**src/rtl/imem_loader.sv**
```systemverilog
// imem_loader
//   Writer side of the instruction memory. Receives a program image as a
//   byte stream (16-bit little-endian word count N, then 4*N data bytes,
//   little-endian within each word) and writes it as 32-bit words through
//   the instruction memory write port. The CPU is held until the image is
//   fully committed.
//
// Optional feature (compile-time macro IMEM_LOADER_CHECKSUM_EN):
//   After the last data byte one extra byte is accepted. The load completes
//   only if it equals the XOR of all 4*N data bytes; otherwise the load ends
//   in ERROR. A zero-length image never takes a checksum byte.
//
// Parameters:
//   ADDR_WIDTH  word-address bits of instruction memory (2^ADDR_WIDTH words)
//   BASE_ADDR   byte address of the first loaded word (4-byte aligned)
//
// Ports:
//   clk                rising-edge system clock
//   reset              synchronous, active-high
//   start              begin a load (honoured only in IDLE, DONE, ERROR)
//   byte_data          stream byte
//   byte_valid         byte_data is valid
//   byte_ready         loader accepts a byte this cycle (function of state)
//   mem_write_enable   one-cycle write strobe
//   mem_write_address  byte address of the write
//   mem_write_data     word to write
//   cpu_hold           stall the CPU while high
//   busy               load in progress
//   done               image committed
//   error              load aborted (sticky until start or reset)
//   words_loaded       words written in the current load

module imem_loader #(
  parameter int unsigned ADDR_WIDTH = 10,
  parameter logic [31:0] BASE_ADDR  = 32'h0000_0000
) (
  input  logic                  clk,
  input  logic                  reset,
  input  logic                  start,
  input  logic [7:0]            byte_data,
  input  logic                  byte_valid,
  output logic                  byte_ready,
  output logic                  mem_write_enable,
  output logic [31:0]           mem_write_address,
  output logic [31:0]           mem_write_data,
  output logic                  cpu_hold,
  output logic                  busy,
  output logic                  done,
  output logic                  error,
  output logic [ADDR_WIDTH:0]   words_loaded
);

`ifdef IMEM_LOADER_CHECKSUM_EN
  typedef enum logic [2:0] {
    IDLE, LEN_LO, LEN_HI, DATA, CHECK, DONE, ERROR
  } state_t;
`else
  typedef enum logic [2:0] {
    IDLE, LEN_LO, LEN_HI, DATA, DONE, ERROR
  } state_t;
`endif

  // Largest image that fits: 2^ADDR_WIDTH words. Held in 33 bits so the
  // comparison against the 16-bit length is well defined for any width.
  localparam logic [32:0] MAX_WORDS = 33'd1 << ADDR_WIDTH;

  state_t state;
  state_t state_next;

  logic [7:0]           len_lo;      // low length byte, held until LEN_HI
  logic [15:0]          len_n;       // full length as seen during LEN_HI
  logic                 len_too_big;
  logic [15:0]          rem_words;   // words still to come after the current one
  logic [1:0]           byte_sel;    // byte position within the current word
  logic [23:0]          word_buf;    // first three bytes of the current word
  logic [ADDR_WIDTH:0]  word_count;
  logic                 accept;
  logic                 start_load;
  logic                 word_complete;
  logic                 last_word;
`ifdef IMEM_LOADER_CHECKSUM_EN
  logic [7:0]           csum;
`endif

  assign accept        = byte_valid && byte_ready;
  assign start_load    = start && ((state == IDLE) || (state == DONE) || (state == ERROR));
  assign len_n         = {byte_data, len_lo};
  assign len_too_big   = {17'd0, len_n} > MAX_WORDS;
  assign word_complete = accept && (state == DATA) && (byte_sel == 2'd3);
  assign last_word     = (rem_words == 16'd0);

  // ---------------------------------------------------------------------
  // State register
  // ---------------------------------------------------------------------
  always_ff @(posedge clk) begin
    if (reset) begin
      state <= IDLE;
    end else begin
      state <= state_next;
    end
  end

  // ---------------------------------------------------------------------
  // Next state and state-decoded outputs.
  // In every state where byte_ready is 1, byte_valid alone means a transfer.
  // ---------------------------------------------------------------------
  always_comb begin
    state_next = state;
    byte_ready = 1'b0;
    busy       = 1'b0;
    done       = 1'b0;
    error      = 1'b0;
    unique case (state)
      IDLE: begin
        if (start) state_next = LEN_LO;
      end
      LEN_LO: begin
        byte_ready = 1'b1;
        busy       = 1'b1;
        if (byte_valid) state_next = LEN_HI;
      end
      LEN_HI: begin
        byte_ready = 1'b1;
        busy       = 1'b1;
        if (byte_valid) begin
          if (len_n == 16'd0)   state_next = DONE;
          else if (len_too_big) state_next = ERROR;
          else                  state_next = DATA;
        end
      end
      DATA: begin
        byte_ready = 1'b1;
        busy       = 1'b1;
        if (word_complete && last_word) begin
`ifdef IMEM_LOADER_CHECKSUM_EN
          state_next = CHECK;
`else
          state_next = DONE;
`endif
        end
      end
`ifdef IMEM_LOADER_CHECKSUM_EN
      CHECK: begin
        byte_ready = 1'b1;
        busy       = 1'b1;
        if (byte_valid) state_next = (byte_data == csum) ? DONE : ERROR;
      end
`endif
      DONE: begin
        done = 1'b1;
        if (start) state_next = LEN_LO;
      end
      ERROR: begin
        error = 1'b1;
        if (start) state_next = LEN_LO;
      end
      default: state_next = IDLE;
    endcase
  end

  // The final write pulse lands in the first DONE cycle, so the CPU is
  // released one cycle after the last word reaches memory.
  assign cpu_hold     = (state != DONE) || mem_write_enable;
  assign words_loaded = word_count;

  // ---------------------------------------------------------------------
  // Datapath: length capture, word assembly, write port, counters.
  // Reset has priority over a write that would otherwise be issued on the
  // same edge, so an interrupted load never produces a late pulse.
  // ---------------------------------------------------------------------
  always_ff @(posedge clk) begin
    if (reset) begin
      len_lo            <= '0;
      rem_words         <= '0;
      byte_sel          <= '0;
      word_buf          <= '0;
      word_count        <= '0;
      mem_write_enable  <= 1'b0;
      mem_write_address <= '0;
      mem_write_data    <= '0;
`ifdef IMEM_LOADER_CHECKSUM_EN
      csum              <= '0;
`endif
    end else begin
      mem_write_enable <= 1'b0;

      if (start_load) begin
        rem_words  <= '0;
        byte_sel   <= '0;
        word_count <= '0;
`ifdef IMEM_LOADER_CHECKSUM_EN
        csum       <= '0;
`endif
      end

      if (accept) begin
        case (state)
          LEN_LO: len_lo <= byte_data;
          LEN_HI: rem_words <= len_n - 16'd1;
          DATA: begin
`ifdef IMEM_LOADER_CHECKSUM_EN
            csum <= csum ^ byte_data;
`endif
            byte_sel <= byte_sel + 2'd1;
            if (byte_sel == 2'd3) begin
              // Address comes from the pre-increment count, i.e. word i.
              mem_write_enable  <= 1'b1;
              mem_write_address <= BASE_ADDR + (32'(word_count) << 2);
              mem_write_data    <= {byte_data, word_buf};
              word_count        <= word_count + 1'b1;
              rem_words         <= rem_words - 16'd1;
            end else begin
              // Shift in from the top: after three bytes the first one
              // received sits in bits 7:0.
              word_buf <= {byte_data, word_buf[23:8]};
            end
          end
          default: ;
        endcase
      end
    end
  end

endmodule
```
**config.mk**
```make
export PLATFORM = sky130hd
export DESIGN_NAME = imem_loader
export DESIGN_NICKNAME = d
export VERILOG_FILES = /design/src/rtl/imem_loader.sv
export SDC_FILE = /design/constraint.sdc
export NUM_CORES = 1
export LEC_CHECK = 0
export CAP_MARGIN = 10
export CORE_AREA = 2 2 90 92
export DETAILED_ROUTE_END_ITERATION = 10
export DIE_AREA = 0 0 92 94
export DONT_BUFFER_PORTS = 1
export PLACE_DENSITY = 0.8
export RECOVER_POWER = 25
export SLEW_MARGIN = 20
export SYNTH_ARGS = -nofsm -noshare
export SYNTH_HDL_FRONTEND = slang
export SYNTH_SLANG_ARGS = --single-unit
```
**constraint.sdc**
```tcl
create_clock -name clk -period 4.4 [get_ports clk]
set_input_delay 0.66 -clock clk [delete_from_list [all_inputs] [get_ports clk]]
set_output_delay 0.66 -clock clk [all_outputs]
set_load 0.01 [all_outputs]
```
==> impl_metrics.env, run 1 <==
export IMPL_ir_drop_uv=274
export IMPL_power_leakage_nw=1.68
export IMPL_seq_area_frac_synth_pct=44.1
export IMPL_status="complete, no violations"
export IMPL_grt_ovfl_total=0
export IMPL_syn_inst=631
export IMPL_swShare_pct=33.9
export IMPL_p_int_mw=1.45
export IMPL_hold_ws_ps=367
export IMPL_rows=32
export IMPL_hold_violations=0
export IMPL_timing_final_crit_period_ps=2710
export IMPL_clk_path_buf_depth=2
export IMPL_n_antenna_cell=0
export IMPL_place_congestion=0.909
export IMPL_cts_hold_buf=0
export IMPL_clock_sinks=108
export IMPL_grt_max_degree=104
export IMPL_clock_fmax_mhz=369
export IMPL_final_cells=708
export IMPL_drt_iter0_markers=344
export IMPL_worst_ep_arrival_time_ps=2970
export IMPL_synthesis_area_um2=4900
export IMPL_cp_top_family="simple AND/OR/NAND/NOR gates"
export IMPL_port_buffer_count=0
export IMPL_ys_ff_latch=108
export IMPL_path_max_fanout=53
export IMPL_final_common_cell="nand2_1"
export IMPL_comb_power_share_pct=24.7
export IMPL_netSwitchingPower_uw=746
export IMPL_worst_pin_slew_ps=1030
export IMPL_total_power_mw=2.20
export IMPL_syn_to_final_growth_pct=1.84
export IMPL_startpoint_type="register"
export IMPL_die_w_um=92
export IMPL_io_pins=93
export IMPL_cts_tree="done"
export IMPL_dp_cells=693
export IMPL_synth_cell_types=58
export IMPL_clk_pin_slew_ps=100
export IMPL_wire_per_inst_um=16.0
export IMPL_drt_wl_total_um=11300
export IMPL_skew_ps=11.9
export IMPL_synth_async_sr_flop_share_pct=0
export IMPL_fillers=668
export IMPL_crit_chain="and4b_1, nand2_2, nor4_1, o31ai_1, o221a_2"
export IMPL_drcViolationCount=0
export IMPL_power_density_nw_per_um2=440
export IMPL_cts_setup_buffers=0
export IMPL_hold_path_class="in -> reg"
export IMPL_clockPowerShare_pct=25.9
export IMPL_avgSynthCellArea_um2=7.77
export IMPL_cap_violations=0
export IMPL_finish_net_count=618
export IMPL_coreArea_um2=7610
export IMPL_initial_core_util_pct=64.5
export IMPL_dieHeight_um=94
export IMPL_h_tree_depth=3
export IMPL_cts_buffers_inserted=9
export IMPL_ctsResizeCount=0
export IMPL_finish_utilization_pct=65.6
export IMPL_drive_gt1_share_pct=4.95
export IMPL_critical_path_buf_inv_count=0
export IMPL_grtUsageTotal_pct=26.4
export IMPL_clkLatencyLatePin_ps=370
export IMPL_max_slew_margin_pct=31.0
export IMPL_grt_pass1_vias=3960
export IMPL_setup_viol=0
export IMPL_slew_viol_final=0
export IMPL_fp_dieArea_um2=8650
export IMPL_detailroute_via_count=4234
export IMPL_synth_edff_count=0
export IMPL_ys_flop_type="dfxtp_1"
export IMPL_critical_path_class="reg -> reg"
export IMPL_critPathMaxStageDelay_ps=630
export IMPL_firstDrtPassIters=5
export IMPL_rsz0062_at_grt="no"
export IMPL_dp_hpwl_um=7640
export IMPL_antenna_left=0
export IMPL_p_seq_share_pct=49.4
export IMPL_ys_warn_count=0
export IMPL_finalCritPeriodShare_pct=61.5
export IMPL_mostFrequentLayoutCells="nand2_1 (146), dfxtp_1 (108), a21oi_1 (85)"
export IMPL_slowest_stage="dfxtp_1"
export IMPL_antenna_found_initial=0
export IMPL_root_buffer="clkbuf_8"
export IMPL_worst_ep_required_time_ps=4660
export IMPL_tns_ps=0
export IMPL_viasPerCell=5.98
export IMPL_endpoint_kind="register"
export IMPL_grt_pass1_wl_um=18500
## metal layers
layer | routed length (um) | track usage [%] | up-vias
li1 | - | - | 2066
met1 | 4730 | 32.9 | 1985
met2 | 5470 | 44.4 | 164
met3 | 916 | 6.02 | 19
met4 | 177 | 10.8 | 0
met5 | 0 | 0 | -
## logic make-up after synthesis
group                    synth area share, %
buffers and inverters                   7.53
AO/OA/AOI/OAI                           17.1
flip-flops                              44.1
adder cells (fa/ha/maj)                 1.02
other                                 0.0765
AND/OR/NAND/NOR                         25.4
multiplexers                            2.07
XOR/XNOR                                2.68
## final cells by class
cell class / instances / area (um^2) / share of cell area, %
clock buffer: 10 / 138 / 2.76
clock inverter: 5 / 43.8 / 0.877
inverter: 13 / 48.8 / 0.977
multi-input combinational: 467 / 2450 / 49.1
sequential: 108 / 2160 / 43.3
tap: 102 / 128 / 2.56
timing repair buffer: 3 / 22.5 / 0.451
## synthesized netlist by cell type (7+ instances only)
master    instances  area [um^2]
clkbuf_1         37          139
buf_4            22          165
o21ai_0           9         45.0
nand3_1          10         50.1
nor4_1            7         43.8
or3_1             7         43.8
nand2_1         147          552
xnor2_1          10         87.6
o211ai_1          7         52.6
inv_1            12         45.0
mux2i_1           9         90.1
a22oi_1           7         52.6
a21oi_1          85          425
nor2_1           48          180
dfxtp_1         108         2160
nor3_1           14         70.1
## final timing paths
path                  endpoint  slack, ps        start  cells after the start
max                   state[1]       1690     state[0]                      5
min                byte_sel[0]        370        reset                      1
max reg2reg           state[1]       1690     state[0]                      5
min reg2reg  mem_write_data[3]        450  word_buf[3]                      2
## metrics by stage
| step | area (um^2) | setup WS [ps] |
|---|---|---|
| global placement | 4810 | 1820 |
| detailed placement | 4810 | 1710 |
| global route | 4990 | 1430 |
| finish | 4990 | 1690 |
| CTS | 4990 | 1700 |
| floorplan | 4980 | 2100 |
## registers in the layout, indices dropped and copies added, names as in the netlist
signal and cells:
mem_write_enable 1, mem_write_address 11, state 3, word_buf 24, rem_words 16, byte_sel 2
words_loaded 11, mem_write_data 32, len_lo 8
## power groups by stage
stage / Clock (mW) / Combinational [mW] / Sequential, mW
finish: 0.570 / 0.543 / 1.09
global route: 0.606 / 0.598 / 1.10
CTS: 0.574 / 0.534 / 1.08
detailed placement: 0 / 0.531 / 1.11
global placement: 0 / 0.522 / 1.10
floorplan: 0 / 0.494 / 1.07
(Power assumes the default switching activity.)
==> run 2: changes to the inputs <==
--- a/config.mk
+++ b/config.mk
@@ -6,11 +6,11 @@
 export NUM_CORES = 1
 export LEC_CHECK = 0
 export CAP_MARGIN = 10
-export CORE_AREA = 2 2 90 92
+export CORE_AREA = 2 2 96 98
 export DETAILED_ROUTE_END_ITERATION = 10
-export DIE_AREA = 0 0 92 94
+export DIE_AREA = 0 0 98 100
 export DONT_BUFFER_PORTS = 1
-export PLACE_DENSITY = 0.8
+export PLACE_DENSITY = 0.74
 export RECOVER_POWER = 25
 export SLEW_MARGIN = 20
 export SYNTH_ARGS = -nofsm -noshare
==> constraint.sdc (replaced) <==
create_clock -name clk -period 2.4 [get_ports clk]
set_input_delay 0.36 -clock clk [delete_from_list [all_inputs] [get_ports clk]]
set_output_delay 0.36 -clock clk [all_outputs]
set_load 0.01 [all_outputs]
==> run 2 against run 1 <==
Net effect:
- via count is 1.1% higher
- total power is 92% higher
- global-route usage is 3.3 points lower
- clock skew is 0.70 ps lower
- critical path type unchanged
- combinational power is 110% higher
- largest cell class unchanged
- register-to-register slack worse by 1500 ps
- critical path depth is 3 higher
- wire length is 1.8% higher
- core utilization is 8.0 points lower
- die area is 13% higher
==> impl_metrics.env, run 2 (same netlist as run 1, synthesis figures left out) <==
export IMPL_path_max_fanout=5
export IMPL_r2r_end="state[0]"
export IMPL_grt_ovfl_total=0
export IMPL_viasPerCell=5.86
export IMPL_largest_reg_flops=32
export IMPL_drcViolationCount=0
export IMPL_coreArea_um2=8890
export IMPL_timing_final_crit_period_ps=2170
export IMPL_largestRegisters="mem_write_data (32), word_buf (24), rem_words (16)"
export IMPL_root_buffer="clkbuf_8"
export IMPL_drt_wl_total_um=11500
export IMPL_h_tree_depth=3
export IMPL_skew_ps=11.2
export IMPL_rr_worst_depth=8
export IMPL_total_power_mw=4.23
export IMPL_slew_viol_final=0
export IMPL_grt_pass1_wl_um=18700
export IMPL_worst_ep_required_time_ps=2670
export IMPL_fp_dieArea_um2=9800
export IMPL_cts_tree="done"
export IMPL_cts_hold_buf=0
export IMPL_firstDrtPassIters=5
export IMPL_cts_setup_buffers=0
export IMPL_hold_path_class="in -> reg"
export IMPL_clkLatencyLatePin_ps=370
export IMPL_grt_pass1_vias=3854
export IMPL_power_leakage_nw=1.75
export IMPL_dpl_instance_area_um2=4910
export IMPL_setup_viol=0
export IMPL_finish_net_count=630
export IMPL_power_density_nw_per_um2=825
export IMPL_ir_drop_uv=400
export IMPL_finalCritPeriodShare_pct=90.2
export IMPL_use_met2_pct=37.7
export IMPL_detailroute_via_count=4281
export IMPL_dp_hpwl_um=7980
export IMPL_r2r_setup_slack_ps=230
export IMPL_max_slew_margin_pct=66.9
export IMPL_worst_ep_arrival_time_ps=2440
export IMPL_cap_violations=0
export IMPL_rsz0062_at_grt="no"
export IMPL_grt_busiest_layer="met2"
export IMPL_register_area_um2=2160
export IMPL_n_antenna_cell=0
export IMPL_drive_gt1_share_pct=6.79
export IMPL_dp_cells=714
export IMPL_antenna_left=0
export IMPL_status="complete, no violations"
export IMPL_worst_pin_slew_ps=493
export IMPL_multi_input_area_um2=2450
export IMPL_final_common_cell="nand2_1"
export IMPL_startpoint_type="register"
export IMPL_grt_max_degree=104
export IMPL_endpoint_kind="register"
export IMPL_final_cells=730
export IMPL_fillers=835
export IMPL_clock_sinks=108
export IMPL_hold_violations=0
export IMPL_dieHeight_um=100
export IMPL_clock_fmax_mhz=462
export IMPL_wire_per_inst_um=15.8
export IMPL_antenna_found_initial=0
export IMPL_rows=35
export IMPL_final_area_um2=5120
export IMPL_largest_register="mem_write_data"
export IMPL_hp_start="reset"
export IMPL_initial_core_util_pct=55.2
export IMPL_reg2reg_from="len_lo[0]"
export IMPL_min_path_cells=1
export IMPL_die_w_um=98
export IMPL_clk_path_buf_depth=2
export IMPL_mostFrequentLayoutCells="nand2_1 (146), dfxtp_1 (108), a21oi_1 (85)"
export IMPL_io_pins=93
export IMPL_use_met3_pct=5.71
export IMPL_met1_usage_pct=29.9
export IMPL_tns_ps=0
export IMPL_clk_pin_slew_ps=110
export IMPL_place_congestion=0.904
export IMPL_drt_iter0_markers=338
export IMPL_hold_end="byte_sel[0]"
export IMPL_cts_buffers_inserted=9
export IMPL_critical_path_class="reg -> reg"
export IMPL_ctsResizeCount=0
export IMPL_syn_to_final_growth_pct=4.49
export IMPL_port_buffer_count=0
export IMPL_grtUsageTotal_pct=23.1
## run 2: cell count changes in the layout (fill, tap and decap cells not counted), sizes merged
cell / change
clkinv: +1
bufinv: +1
clkinvlp: -1
buf: +12
## run 2: how the worst max path moves through the flow
stage	from	endpoint	slack [ps]	cells after the start
6_report	len_lo[0]	state[0]	230	8
3_5_place_dp	len_lo[0]	state[0]	240	8
2_1_floorplan	len_lo[0]	state[0]	370	7
4_1_cts	len_lo[0]	state[0]	220	8
5_1_grt	len_lo[0]	rem_words[14]	150	8
3_3_place_gp	len_lo[0]	rem_words[15]	330	5
## run 2: area by class of cell
cell class              count  area share (%)
clock buffers              10            2.49
clock inverters             6            1.61
inverters                  13           0.952
multi-input cells         467            47.8
flip-flops and latches    108            42.2
well taps                 111            2.71
repair buffers             15            2.20
## run 2: routing by layer
layer	part of all wire, %	vias up
li1	-	2091
met1	43	2050
met2	48	126
met3	6.8	14
met4	1.3	0
met5	0	-
## run 2: power breakdown
group / internal (mW) / switching, mW
clock network: 0.505 / 0.655
logic: 0.446 / 0.687
registers: 1.86 / 0.0713
total: 2.81 / 1.41
## run 2: stage by stage
step | utilization, % | worst slack (ps) | hold slack (ps)
after floorplan | - | 372 | 432
after global placement | 55.3 | 334 | 434
after detailed placement | 55.3 | 242 | 439
after CTS | 57.6 | 222 | 41.0
after global routing | 57.6 | 146 | 34.3
final | 57.6 | 234 | 79.8
## run 2: worst max-delay path: stages (launching register included)
cell	delay, ps
dfxtp_1	350
inv_1	70
ha_1	180
or3b_2	500
nor4_1	350
buf_4	190
nand3_1	90
and3_1	190
o21a_1	160
